`src/rtl/fetch_unit.sv`:
```
// fetch_unit: instruction fetch stage.
// Issues word fetches to instruction memory, tracks requests in flight,
// buffers responses in a small FIFO and presents them to decode over a
// valid/ready handshake. Responses belonging to requests issued before a
// redirect are counted out and dropped.
// Optional feature macro: FETCH_MISALIGN_EN (misaligned redirect raises a
// fetch fault instead of silently aligning the target).
module fetch_unit #(
    parameter logic [31:0] RESET_ADDR      = 32'h0000_0000,
    parameter int unsigned MAX_OUTSTANDING = 2
) (
    input  logic        clk,
    input  logic        rst_n,
    input  logic        next_pc_en,
    input  logic [31:0] next_pc,
    input  logic        bubble_fetch,
    output logic        imem_req,
    output logic [31:0] imem_addr,
    input  logic        imem_gnt,
    input  logic        imem_rvalid,
    input  logic [31:0] imem_rdata,
    output logic        inst_valid,
    output logic [31:0] inst,
    output logic [31:0] inst_pc,
    output logic        inst_fault,
    input  logic        dec_ready
);

    localparam int unsigned   PW        = (MAX_OUTSTANDING > 1) ? $clog2(MAX_OUTSTANDING) : 1;
    localparam int unsigned   CW        = $clog2(MAX_OUTSTANDING + 1);
    localparam logic [CW:0]   MAX_OCC   = (CW + 1)'(MAX_OUTSTANDING);
    localparam logic [PW-1:0] FIRST_IDX = '0;
    localparam logic [PW-1:0] LAST_IDX  = PW'(MAX_OUTSTANDING - 1);
    localparam logic [31:0]   NOP_INST  = 32'h0000_0013;

    // Circular index advance; depth need not be a power of two.
    function automatic logic [PW-1:0] inc_idx(input logic [PW-1:0] idx);
        return (idx == LAST_IDX) ? FIRST_IDX : idx + PW'(1);
    endfunction

    // Architectural state
    logic          r_active;
    logic [31:0]   r_pc;
    logic [CW-1:0] r_inflight;
    logic [CW-1:0] r_discard;
    logic [CW-1:0] r_count;
    logic [PW-1:0] r_pcq_wr;
    logic [PW-1:0] r_pcq_rd;
    logic [PW-1:0] r_buf_wr;
    logic [PW-1:0] r_buf_rd;
    logic [31:0]   r_inst_hold;
    logic [31:0]   r_pc_hold;

    // Storage arrays
    logic [31:0]   r_pcq      [MAX_OUTSTANDING];
    logic [31:0]   r_buf_data [MAX_OUTSTANDING];
    logic [31:0]   r_buf_pc   [MAX_OUTSTANDING];

    // Combinational control
    logic [31:0]   w_target;
    logic          w_misaligned;
    logic          w_halt;
    logic [CW:0]   w_occupancy;
    logic          w_req;
    logic          w_grant;
    logic          w_keep;
    logic          w_drop;
    logic          w_inst_valid;
    logic          w_pop;
    logic [31:0]   w_head_data;
    logic [31:0]   w_head_pc;

`ifdef FETCH_MISALIGN_EN
    assign w_target     = next_pc;
    assign w_misaligned = (next_pc[1:0] != 2'b00);
`else
    assign w_target     = next_pc & 32'hFFFF_FFFC;
    assign w_misaligned = 1'b0;
`endif

    // Responses still owed by memory count against capacity, including
    // those that will be discarded, so a kept response always has a slot.
    assign w_occupancy  = {1'b0, r_inflight} + {1'b0, r_count};
    assign w_req        = r_active & ~bubble_fetch & ~next_pc_en & ~w_halt
                        & (w_occupancy < MAX_OCC);
    assign w_grant      = w_req & imem_gnt;

    // A response arriving in a redirect cycle belongs to the old path.
    assign w_keep       = imem_rvalid & ~next_pc_en & (r_discard == '0);
    assign w_drop       = imem_rvalid & ~next_pc_en & (r_discard != '0);

    // Valid is withheld during a redirect so decode never accepts an entry
    // that is being flushed.
    assign w_inst_valid = (r_count != '0) & ~bubble_fetch & ~next_pc_en;
    assign w_pop        = w_inst_valid & dec_ready;
    assign w_head_data  = r_buf_data[r_buf_rd];
    assign w_head_pc    = r_buf_pc[r_buf_rd];

    assign imem_req     = w_req;
    assign imem_addr    = r_pc;
    assign inst_valid   = w_inst_valid;
    assign inst         = w_inst_valid ? w_head_data : r_inst_hold;
    assign inst_pc      = w_inst_valid ? w_head_pc   : r_pc_hold;

    // Fetch PC, request credits and the stale-response discard counter.
    // NOTE: sequential state uses non-blocking assignments so every register
    // samples the pre-edge values of its peers regardless of statement order.
    always_ff @(posedge clk or negedge rst_n) begin
        if (!rst_n) begin
            r_active   <= 1'b0;
            r_pc       <= RESET_ADDR;
            r_inflight <= '0;
            r_discard  <= '0;
            r_pcq_wr   <= FIRST_IDX;
            r_pcq_rd   <= FIRST_IDX;
        end else begin
            r_active   <= 1'b1;
            r_inflight <= r_inflight + CW'(w_grant) - CW'(imem_rvalid);
            if (next_pc_en) begin
                r_pc      <= w_target;
                r_discard <= r_inflight - CW'(imem_rvalid);
            end else begin
                if (w_grant) begin
                    r_pc <= r_pc + 32'd4;
                end
                if (w_drop) begin
                    r_discard <= r_discard - CW'(1);
                end
            end
            if (w_grant) begin
                r_pcq_wr <= inc_idx(r_pcq_wr);
            end
            if (imem_rvalid) begin
                r_pcq_rd <= inc_idx(r_pcq_rd);
            end
        end
    end

    // Response buffer pointers and occupancy; a redirect flushes it and may
    // seed it with a single fault entry.
    always_ff @(posedge clk or negedge rst_n) begin
        if (!rst_n) begin
            r_buf_wr <= FIRST_IDX;
            r_buf_rd <= FIRST_IDX;
            r_count  <= '0;
        end else if (next_pc_en) begin
            r_buf_rd <= FIRST_IDX;
            r_buf_wr <= w_misaligned ? inc_idx(FIRST_IDX) : FIRST_IDX;
            r_count  <= CW'(w_misaligned);
        end else begin
            if (w_keep) begin
                r_buf_wr <= inc_idx(r_buf_wr);
            end
            if (w_pop) begin
                r_buf_rd <= inc_idx(r_buf_rd);
            end
            r_count <= r_count + CW'(w_keep) - CW'(w_pop);
        end
    end

    // Last presented instruction, held while the output is not valid.
    always_ff @(posedge clk or negedge rst_n) begin
        if (!rst_n) begin
            r_inst_hold <= '0;
            r_pc_hold   <= '0;
        end else if (w_inst_valid) begin
            r_inst_hold <= w_head_data;
            r_pc_hold   <= w_head_pc;
        end
    end

    // Request-address queue and response buffer payload.
    // NOTE: storage arrays carry no reset; pointers and counts alone define
    // which entries are live, so stale contents are never observed.
    always_ff @(posedge clk) begin
        if (w_grant) begin
            r_pcq[r_pcq_wr] <= r_pc;
        end
        if (next_pc_en && w_misaligned) begin
            r_buf_data[FIRST_IDX] <= NOP_INST;
            r_buf_pc[FIRST_IDX]   <= next_pc;
        end else if (w_keep) begin
            r_buf_data[r_buf_wr] <= imem_rdata;
            r_buf_pc[r_buf_wr]   <= r_pcq[r_pcq_rd];
        end
    end

`ifdef FETCH_MISALIGN_EN
    logic r_halt;
    logic r_buf_fault [MAX_OUTSTANDING];

    // A misaligned redirect parks fetch until the next redirect.
    always_ff @(posedge clk or negedge rst_n) begin
        if (!rst_n) begin
            r_halt <= 1'b0;
        end else if (next_pc_en) begin
            r_halt <= w_misaligned;
        end
    end

    // Fault tag travels alongside each buffer entry.
    always_ff @(posedge clk) begin
        if (next_pc_en && w_misaligned) begin
            r_buf_fault[FIRST_IDX] <= 1'b1;
        end else if (w_keep) begin
            r_buf_fault[r_buf_wr] <= 1'b0;
        end
    end

    assign w_halt     = r_halt;
    assign inst_fault = w_inst_valid & r_buf_fault[r_buf_rd];
`else
    assign w_halt     = 1'b0;
    assign inst_fault = 1'b0;
`endif

endmodule

```
`config.mk`:
```
export PLATFORM = sky130hd
export DESIGN_NAME = fetch_unit
export DESIGN_NICKNAME = d
export VERILOG_FILES = /design/src/rtl/fetch_unit.sv
export SDC_FILE = /design/constraint.sdc
export NUM_CORES = 1
export LEC_CHECK = 0
export CORE_MARGIN = 1
export CORE_UTILIZATION = 46
export DETAILED_ROUTE_END_ITERATION = 8
export PLACE_DENSITY = 0.76
export SYNTH_ARGS = -nofsm -noshare
export SYNTH_HDL_FRONTEND = slang
export SYNTH_SLANG_ARGS = --single-unit
```
`constraint.sdc`:
```
create_clock -name clk -period 5.2 [get_ports clk]
set_clock_uncertainty 0.1 [all_clocks]
set_input_delay 1.04 -clock clk [delete_from_list [all_inputs] [get_ports clk]]
set_output_delay 1.04 -clock clk [all_outputs]
set_load 0.05 [all_outputs]
```
Yosys cells after proc, flatten, opt, wreduce, memory -nomap -nowiden --
Memories as Yosys holds them, arrays and structs flattened. Cells that the tools add are included.
Operators by class: mux-type cells 19, bitwise gates (word level) 12, add/subtract/negate cells 12, order comparisons 1, reduce and logical (&&, ||, !) cells 7
Operator list (number):
- $mux 32 | 4
- $add 32x3->32 const B | 1
- $mux 1 | 12
- $reduce_bool 2->1 | 6
- $and 1x1->1 | 10
- $mux 2 | 3
- $sub 2x1->2 | 3
- $add 1x1->1 const B | 4
- $add 2x1->2 | 2
- $add 2x2->3 | 1
- $lt 3x2->1 const B | 1
- $logic_not 2->1 | 1
- $not 1->1 | 2
- $sub 2x1->2 const B | 1
Storage, ports and cells: output and inout bits 99, memories kept 3, logic and storage cells 65, input port bits 71, bits in writable memories 192, register bits after elaboration 107
Memory list:
- r_buf_data | depth 2, bits a word 32, read ports 1, clocked after memory_dff 0, wr ports 1, line 56 | logic [31:0] r_buf_data [MAX_OUTSTANDING];
- r_buf_pc | depth 2, bits a word 32, read ports 1, clocked after memory_dff 0, wr ports 1, line 57 | logic [31:0] r_buf_pc [MAX_OUTSTANDING];
- r_pcq | depth 2, bits a word 32, read ports 1, clocked after memory_dff 0, wr ports 1, line 55 | logic [31:0] r_pcq [MAX_OUTSTANDING];

Longest topological paths before layout --
depth after elaboration 7, gate-level depth with buffers 12, gate-level depth less buffers 10

Worst setup path after synthesis --
No wires, ideal clock.
kind input port to flip-flop, start point input next_pc_en, end point memory r_buf_data[0][0] (enable), required time 4.618 ns, setup slack 0.310 ns, arrival time 4.308 ns, stages on the path 4, setup time 0.482 ns, buffers on the path 2, path through buf_2 > clkbuf_1 > or2_2 > nor2_1
On the way: longest elaborated chain between the ends 5
Ends and longest elaborated chain:
- start: declaration | line 14 | input logic next_pc_en,
- $not 1->1 | line 89 | assign w_keep = imem_rvalid & ~next_pc_en & (r_discard == '0);
- $and 1x1->1 (2 in a row) | line 89
- $mux 1 | line 182 | end else if (w_keep) begin
- $mux 1 (implied by the code) | line 183 | r_buf_data[r_buf_wr] <= imem_rdata;
- end: declaration | line 56
No other way between the ends.

Worst setup path after layout --
start point input next_pc_en, end point output inst[27]
On the way: longest elaborated chain between the ends 3
Ends and longest elaborated chain:
- $not 1->1 | line 94 | assign w_inst_valid = (r_count != '0) & ~bubble_fetch & ~next_pc_en;
- $and 1x1->1 | line 94
- $mux 32
- end: declaration | line 23 | output logic [31:0] inst,
No other way between the ends.

==> run summary <==
Area contributors post-synth - edfxtp_1 (49%), dfrtp_1 (23%), mux2i_1 (5.6%)
ys async rst share - 36.3%
DRC errors left - 0
core area - 0.0238 mm^2
CTS Root Cell - clkbuf_16
Worst-Margin Slew - 1.17 ns
worst min-delay path class - primary input to asynchronous set/reset pin
setup TNS - 0 ns
Power Total - 8.42 mW
Worst Setup End Kind - output pin
crit path cell chain - clkdlybuf4s50_1 -> nor2_2 -> o21a_4 -> buf_12 -> nor2_1 -> a21oi_1 -> buf_12
switching share of total power - 34.0%
Final GP Congestion - 0.825
top-count cell post-synth - edfxtp_1
Mean Syn Cell Area - 14.5 um^2
Post-DP HPWL - 15,300 um
final non-filler cell total - 1,294
Slowest Stage Delay on Critical Path - 0.60 ns
Ys Warns - 0
Starting Density - 47.3%
Main synth FF type - edfxtp_1
Synth Area in Simple Gates - 8.55%
mux share of post-synthesis cell area - 8.61%
number of DRC markers in iteration 0 - 346
most frequent CP cell - buf_12
GRT Overall Usage - 19.4%
antenna violations before repair - 0
first-pass GRT wire length - 36,900 um
dominant cell type by area after synthesis - edfxtp_1
fmax - 232 MHz
Critical path origin - next_pc_en
gr ovfl total - 0
Routed WL per cell - 18.4 um
endpoints failing hold - 0
area growth from synthesis to layout - 32.6%
most frequent cells after synthesis - edfxtp_1 (184), dfrtp_1 (105), nor2_1 (84)
fin crit share - 82.8%
switching power - 2.87 mW
Synth Instances - 778
number of buffers created by CTS - 30
Reg2Reg Depth - 7
synthesized area - 0.0112 mm^2
Final Max Slew Viols - 0
largest family of logic cells by synthesized area - multiplexers
combinational share of power - 38.1%
Reg power frac - 36.8%
Setup violations, final - 0
Slowest cell on crit path - o21a_4
Filler cells - 1,722
row cnt - 56
Worst Path Buf+Inv - 3
XOR/XNOR Fraction of Synth Area - 1.01%
Inst Count DP - 1,238
worst-path fanout max - 54
post-cts sizing count - 0
Port Buffers - 164
Req. time, crit path - 4.06 ns
max cap viols - 0
internal power - 5.56 mW
Compound-Gate Fraction of Synth Area - 6.35%
Die ar. - 0.0251 mm^2
1st-pass router iterations - 4
CTS tree - done
I/O pins - 170
sequential element share of the synthesized area - 72.5%
RSZ-0062 raised after global routing - false
Ant. Diodes - 0
H-tree Lvls - 1
Reg clk slew, reported paths - 0.06 ns
Die X - 158 um
RR Startpoint - r_count[0]
fin crit period - 4.31 ns
clk buf depth - 3
CTS Sinks - 289
final net count - 1,030
post-synthesis register bit count - 289
pwr/cell area - 565 mW/mm^2
Clk pwr share - 25.1%
Relative slew margins - 21.6%
Util after Layout - 62.8%
post-synth cell types - 52
largest net degree at the start of global routing - 55
hold_buf cts - 0
Lkg Pwr - 5.45 nW
Worst setup SP type - primary input
run status - complete, no violations
crit path DAT - 3.17 ns
Routed Wire Length - 23,900 um
top cell type's share of synthesized area - 49.1%
Post-synth EDFFs - 184
Crit Path Category - primary input to output pin
Post-DRT Antenna Nets - 0
die height - 158 um
Skew-Pair Late Insertion Delay - 0.54 ns
layout cells sized above 1 - 17.5%
Max VDD drop - 0.297 mV
post-CTS setup buffers - 0
via/cell ratio - 5.34
Top delay family on crit path - buffers and inverters
synthesized-area fraction occupied by adder cells - 0.957%
Vias - 6,905
CP Depth - 7
number of global-route vias before repair - 6,960
## final timing paths
check / endpoint / slack [ns]
setup / recovery: inst[27] / 0.89
hold / removal: imem_addr[16] / 0.38
setup reg to reg: r_pcq[1][29] / 1.84
hold reg to reg: r_pc_hold[1] / 0.42
max in group asynchronous: r_inst_hold[3] / 3.57
min in group clk: r_pc_hold[1] / 0.42
## per-stage QoR
stage | worst slack [ns] | cell area, um^2 | hold WS [ns]
2_1_floorplan | 0.310 | 11300 | 0.360
3_3_place_gp | 0.963 | 13900 | 0.392
3_5_place_dp | 0.879 | 13900 | 0.409
4_1_cts | 0.875 | 14900 | 0.372
5_1_grt | 0.712 | 14900 | 0.389
6_report | 0.895 | 14900 | 0.381
## power by group through the flow
stage / Sequential, mW / Combinational (mW) / Clock (mW)
floorplan: 3.15 / 1.63 / 0
global placement: 3.12 / 3.18 / 0
detailed placement: 3.14 / 3.23 / 0
CTS: 3.10 / 3.25 / 2.16
global route: 3.14 / 3.38 / 2.26
finish: 3.10 / 3.21 / 2.11
## cell type report
cell class | instances | area, um^2 | area share (%)
sequential | 289 | 8160 | 54.7
multi-input combinational | 439 | 2910 | 19.5
timing repair buffer | 180 | 2410 | 16.2
clock buffer | 41 | 843 | 5.66
tap | 319 | 399 | 2.68
clock inverter | 15 | 150 | 1.01
inverter | 11 | 41.3 | 0.277
## logic make-up (layout without fill, tap and decap cells)
logic type,Yosys count,count (layout)
xor gates and xnor gates,13,13
AOI/OAI and AO/OA,125,125
adders and majority gates,8,8
DFF,289,289
buffers and inverters,52,247
other,2,4
muxes,93,93
and+or+nand+nor,196,196
## registers in the layout, summed over array words and instances (netlist names)
signal,flops
r_buf_wr,1
r_discard,2
r_buf_data,64
imem_addr,30
r_pcq_rd,1
r_inst_hold,32
r_pc_hold,32
r_buf_pc,60
r_inflight,2
r_count,2
r_buf_rd,1
r_active,1
r_pcq,60
r_pcq_wr,1
## cell usage in the layout (no fill, tap or decap), types with 4 or more instances in the layout
cell type        Yosys  routed
nand3_1             22      22
buf_4                4      17
mux2_2              30      30
nand2_1             32      32
buf_12               0      65
xnor2_1              6       6
a22oi_1              4       4
nor2b_1              5       5
nand4_1             13      13
clkbuf_1            19       7
clkdlybuf4s50_1      0      98
inv_1               10      10
ha_1                 7       7
conb_1               2       4
o211ai_1             7       7
and2_1               4       4
edfxtp_1           184     184
nor3b_1              4       4
clkbuf_16            0      31
o21ai_0             20      20
o311ai_1             4       4
a21oi_1             74      74
xor2_1               7       7
or3_1                4       4
clkinv_2             0       8
nor3_1               6       6
mux2i_1             63      63
nor2_1              84      81
dfrtp_1            105     104
## worst register-to-register path: stages, from the launching register on
cell and delay, ns:
dfrtp_1 0.41, and2_1 0.18, fa_1 0.43, nor2_1 0.19, and4_1 0.55, buf_4 0.31
and2_1 0.64, buf_12 0.26
## routing by layer
metal / share of wire (%) / up-vias / wire [um] / GRT usage [%]
met5: 0 / - / 0 / 0
met4: 1.4 / 0 / 327 / 4.72
met3: 7.9 / 29 / 1900 / 4.82
met2: 49 / 222 / 11800 / 33.3
met1: 41 / 3439 / 9830 / 24.7
li1: - / 3215 / - / -
(Power assumes the default switching activity.)
